--- src/rtl/run_step_controller.sv ---
// Execution sequencer: issues one-cycle cpu_en per instruction in free-run, single-step, break and halt modes.
// cpu_en is registered (one cycle after the tick/press that grants it); button press is accepted after sync + debounce.
module run_step_controller #(
  parameter int unsigned DEBOUNCE_CYCLES = 1000000,
  parameter int unsigned RUN_DIV         = 50000000,
  parameter int unsigned ADDR_W          = 32
) (
  input  logic              clk,
  input  logic              rst,
  input  logic              button,
  input  logic              run_mode,
  input  logic              halt,
  input  logic [ADDR_W-1:0] pc,
  input  logic [ADDR_W-1:0] bp_addr,
  input  logic              bp_valid,
  output logic              cpu_en,
  output logic [2:0]        state,
  output logic [31:0]       instr_count,
  output logic              halted
);

  localparam int unsigned DB_W  = (DEBOUNCE_CYCLES > 1) ? $clog2(DEBOUNCE_CYCLES) : 1;
  localparam int unsigned DIV_W = (RUN_DIV > 1) ? $clog2(RUN_DIV) : 1;
  localparam logic [DB_W-1:0]  DB_MAX  = DB_W'(DEBOUNCE_CYCLES - 1);
  localparam logic [DIV_W-1:0] DIV_MAX = DIV_W'(RUN_DIV - 1);

  typedef enum logic [2:0] {
    S_IDLE   = 3'd0,
    S_RUN    = 3'd1,
    S_STEP   = 3'd2,
    S_BREAK  = 3'd3,
    S_HALTED = 3'd4
  } state_e;

  logic             sync1_q, sync1_d;
  logic             sync2_q, sync2_d;
  logic [DB_W-1:0]  db_cnt_q, db_cnt_d;
  logic             db_lvl_q, db_lvl_d;
  logic             press;
  logic [DIV_W-1:0] div_q, div_d;
  state_e           state_q, state_d;
  logic             cpu_en_q, cpu_en_d;
  logic [31:0]      count_q, count_d;
  logic             skip_bp_q, skip_bp_d;
  logic             tick;
  logic             try_issue;

  always_ff @(posedge clk) begin
    if (rst) begin
      sync1_q   <= 1'b0;
      sync2_q   <= 1'b0;
      db_cnt_q  <= '0;
      db_lvl_q  <= 1'b0;
      div_q     <= '0;
      state_q   <= S_IDLE;
      cpu_en_q  <= 1'b0;
      count_q   <= '0;
      skip_bp_q <= 1'b0;
    end else begin
      sync1_q   <= sync1_d;
      sync2_q   <= sync2_d;
      db_cnt_q  <= db_cnt_d;
      db_lvl_q  <= db_lvl_d;
      div_q     <= div_d;
      state_q   <= state_d;
      cpu_en_q  <= cpu_en_d;
      count_q   <= count_d;
      skip_bp_q <= skip_bp_d;
    end
  end

  // Counter tracks how long the synchronised level has disagreed with the accepted level.
  always_comb begin
    sync1_d  = button;
    sync2_d  = sync1_q;
    db_cnt_d = '0;
    db_lvl_d = db_lvl_q;
    press    = 1'b0;
    if (sync2_q != db_lvl_q) begin
      if (db_cnt_q == DB_MAX) begin
        db_lvl_d = sync2_q;
        press    = sync2_q;
      end else begin
        db_cnt_d = db_cnt_q + 1'b1;
      end
    end
  end

  assign tick = (div_q == DIV_MAX);

  always_comb begin
    state_d   = state_q;
    cpu_en_d  = 1'b0;
    count_d   = count_q;
    skip_bp_d = skip_bp_q;
    div_d     = '0;
    try_issue = 1'b0;
    case (state_q)
      S_IDLE:   if (press) state_d = run_mode ? S_RUN : S_STEP;
      S_RUN: begin
        if (!run_mode) begin
          state_d = S_STEP;
        end else begin
          div_d     = tick ? '0 : div_q + 1'b1;
          try_issue = tick;
        end
      end
      S_STEP: begin
        if (press) begin
          if (run_mode) state_d = S_RUN;
          else          try_issue = 1'b1;
        end
      end
      S_BREAK: begin
        if (press) begin
          state_d   = run_mode ? S_RUN : S_STEP;
          skip_bp_d = 1'b1;
        end
      end
      S_HALTED: ;
      default:  state_d = S_IDLE;
    endcase

    // halt outranks the breakpoint; skip_bp lets the resumed instruction at bp_addr through once.
    if (try_issue) begin
      if (halt) begin
        state_d = S_HALTED;
      end else if (bp_valid && (pc == bp_addr) && !skip_bp_q) begin
        state_d = S_BREAK;
      end else begin
        cpu_en_d  = 1'b1;
        count_d   = count_q + 32'd1;
        skip_bp_d = 1'b0;
      end
    end
  end

  always_comb begin
    cpu_en      = cpu_en_q;
    state       = state_q;
    instr_count = count_q;
    halted      = (state_q == S_HALTED);
  end

endmodule

--- config.mk ---
export PLATFORM = sky130hd
export DESIGN_NAME = run_step_controller
export DESIGN_NICKNAME = d
export VERILOG_FILES = /design/src/rtl/run_step_controller.sv
export SDC_FILE = /design/constraint.sdc
export NUM_CORES = 1
export LEC_CHECK = 0
export BUFFER_PORTS_ARGS = -buffer_cell sky130_fd_sc_hd__buf_2
export CORE_MARGIN = 4
export CORE_UTILIZATION = 58
export DETAILED_ROUTE_END_ITERATION = 7
export PLACE_DENSITY = 0.94
export SLEW_MARGIN = 10
export SYNTH_ARGS = -nofsm -noshare
export SYNTH_HDL_FRONTEND = slang
export SYNTH_SLANG_ARGS = --single-unit
export TNS_END_PERCENT = 10
--- constraint.sdc ---
create_clock -name clk -period 4.35 [get_ports clk]
set_input_delay 0 -clock clk [delete_from_list [all_inputs] [get_ports clk]]
set_output_delay 0 -clock clk [all_outputs]
set_load 0.005 [all_outputs]
==> qor.yml <==
worstSkewPairLatency_ns: 0.37
hold_viol: 0
grtUsageMet2_pct: 43.0
core_um2: 7290
ctsLongestPathBuffers: 2
cts.clk_slew.worst_paths_ns: 0.10
syn_area_um2: 4390
crit_type: "register to register"
slew_violations: 0
powerDensity_nw_per_um2: 275
first_global_vias: 4086
area_growth_syn_to_layout_pct: 17.9
fin_crit_ns: 2.74
final-setup-viol-count: 0
yosysSeqAreaShare_pct: 39.2
vias: 4213
path_cells: "ha_1, and3_1, nand4_1, o32ai_4, o311ai_4, or4_1, a21oi_1"
synthesis.nets: 590
grt_use_met3_pct: 4.89
clock_skew_ns: 0.0114
htreeDepth: 3
cp_max_fo: 23
gp_congestion: 0.934
synth_edf_count: 0
ys_seq_elements: 86
chipHeight_um: 95.0
drt_iter0_markers: 268
holdBufCountCts: 2
port_buffers: 106
critPathBufInv: 0
max_freq_mhz: 365
synth-async-reset-ratio_pct: 0
dpl.hpwl_um: 8020
setup_tns_ns: 0
dpl_cell_area_um2: 4960
endpoint_kind: "register"
start_util_pct: 60.2
die_x_um: 95.0
diodes: 0
cp_slowest_cell: "or4_1"
period_share_pct: 63.0
fin_area_um2: 5180
power_mw: 1.43
drive_gt1_share_pct: 21.1
num_io_pins: 107
grt_max_degree: 42
ys_warn_count: 0
rows: 31
die_area_um2: 9030
maxSlewHeadroom_pct: 34.3
sequentialPowerShare_pct: 55.3
grt_usage_pct: 24.3
power_frac_comb_pct: 6.7
status: "complete, no violations"
max_stage_delay_ns: 0.59
tightest_slew_ns: 0.983
synthFlopType: "dfxtp_1"
postRouteWirelength_um: 10600
critPathTopFamily: "simple AND/OR/NAND/NOR gates"
maxCapViolations: 0
arrival_ns: 3.04
cts_tree: "done"
whs_ns: 0.0777
antenna_found_initial: 0
root_buffer: "clkbuf_8"
ctsResizeCount: 0
cts_made_buffers: 9
ant_nets: 0
synth_area_per_cell_um2: 8.50
hold_path_class: "input pin to register"
grt_pass1_wl_um: 17700
nets: 695
rsz0062_at_grt: "no"
first_pass_iters: 5
globalRouteMet1Util_pct: 27.8
wire_per_inst_um: 14.6
swShare_pct: 25.2
ir_drop_v: 0.000180
drc: 0
start_kind: "register"
post-cts-setup-buffer-count: 0
p_leak_nw: 1.88
grt_busiest_layer: "met2"
power.internal_mw: 1.07
cts_sinks: 86
p_clk_share_pct: 38.0
yosys.cell_types.count: 41
required_ns: 4.65
grt_overflow_total: 0
synthCells: 517
routed_via_density: 5.80
p_sw_mw: 0.360
[layout by cell type (no fill, tap or decap), drive strengths merged, types with 2 or more instances in the layout]
cell,Yosys,routed
a21oi,34,34
and2,3,3
and3,16,16
and3b,2,2
and4,6,6
buf,5,106
clkbuf,9,10
clkinv,0,2
dfxtp,86,86
dlygate4sd3,0,2
ha,3,3
inv,11,14
nand2,36,36
nand2b,4,4
nand3,25,25
nand4,20,20
nor2,64,64
nor2b,6,6
nor3,5,5
nor3b,4,4
nor4,15,15
o21a,2,2
o21ai,24,24
o311ai,3,3
o31ai,8,8
o32ai,2,2
or2,2,2
or3,25,25
or3b,2,2
or4,11,11
xnor2,37,37
xor2,40,40
[synthesized netlist by cell type, types with 2 or more instances]
cell      count  area, µm²
o31ai_1       8       60.1
inv_1        11       41.3
xnor2_1      37        324
dfxtp_1      86       1720
nor3_1        5       25.0
or3b_2        2       17.5
nand2b_1      4       25.0
nand3_1      25        125
or4_1         9       67.6
a21oi_1      34        170
and4_1        6       52.6
nand2_1      36        135
nor2b_1       6       37.5
o311ai_2      2       32.5
buf_6         5       56.3
or2_2         2       12.5
o21ai_0      20        100
o21ai_1       4       20.0
or4_4         2       22.5
xor2_1       40        350
o21a_1        2       15.0
nor4_1       15       93.8
ha_1          3       37.5
nor2_1       64        240
and3b_1       2       17.5
and3_1       16        100
nor3b_1       4       30.0
nand4_1      20        125
clkbuf_1      9       33.8
and2_1        3       18.8
or3_1        25        156
[sequential cells by signal, summed over array words and instances, names as in the netlist]
signal       count
div_q           26
sync2_q          1
instr_count     32
db_lvl_q         1
state            3
cpu_en           1
sync1_q          1
skip_bp_q        1
db_cnt_q        20
[final cells by class]
cell class,instances,area [µm²]
Clock inverter,6,53.8
Timing Repair Buffer,108,551
Tap cell,99,124
Sequential cell,86,1720
Fill cell,574,2110
Multi-Input combinational cell,406,2550
Inverter,11,41.3
Clock buffer,10,138
[power by group through the flow]
stage                     combinational [mW]  sequential, mW  clock (mW)
final                                 0.0950           0.788       0.542
after floorplan                       0.0447           0.807           0
after global routing                   0.104           0.789       0.581
after global placement                0.0893           0.807           0
after detailed placement              0.0933           0.807           0
after CTS                             0.0950           0.788       0.547
[per-stage QoR]
| stage | utilization, % | instances | setup slack (ns) |
|---|---|---|---|
| floorplan | - | 517 | 2.10 |
| global placement | 68.0 | 708 | 1.58 |
| detailed placement | 68.0 | 708 | 1.49 |
| CTS | 70.9 | 726 | 1.51 |
| global route | 71.0 | 726 | 1.43 |
| finish | 71.0 | 726 | 1.61 |
[cell families (layout without fill, tap and decap cells)]
family	after synthesis	after routing	synth area share, %
and+or+nand+nor	250	250	30.5
DFF	86	86	39.2
xor gates and xnor gates	77	77	15.4
AOI/OAI and AO/OA	75	75	10.9
buffers and inverters	25	135	2.99
adders and majority gates	3	3	0.855
muxes	1	1	0.228
[metal layers]
layer | vias up | wire length [µm]
li1 | 2057 | -
met1 | 1956 | 4200
met2 | 163 | 5250
met3 | 37 | 720
met4 | 0 | 431
met5 | - | 0
[worst reg2reg max path, stage by stage (launching register included)]
cell and delay, ns:
dfxtp_1 0.38, ha_1 0.20, and3_1 0.25, nand4_1 0.27, o32ai_4 0.48, o311ai_4 0.36, or4_1 0.60, a21oi_1 0.15
[path summary, 6_finish.rpt]
kind / slack, ns / to / depth (start not counted) / start
hold / removal: 0.08 / state[0]$_SDFF_PP0_ / 4 / run_mode
setup reg to reg: 1.61 / instr_count[26]$_SDFFE_PP0P_ / 7 / db_cnt_q[0]$_SDFF_PP0_
setup / recovery: 1.61 / instr_count[26]$_SDFFE_PP0P_ / 7 / db_cnt_q[0]$_SDFF_PP0_
hold reg to reg: 0.46 / db_cnt_q[0]$_SDFF_PP0_ / 1 / db_cnt_q[0]$_SDFF_PP0_
No activity file was read; power rests on OpenSTA's default activity.
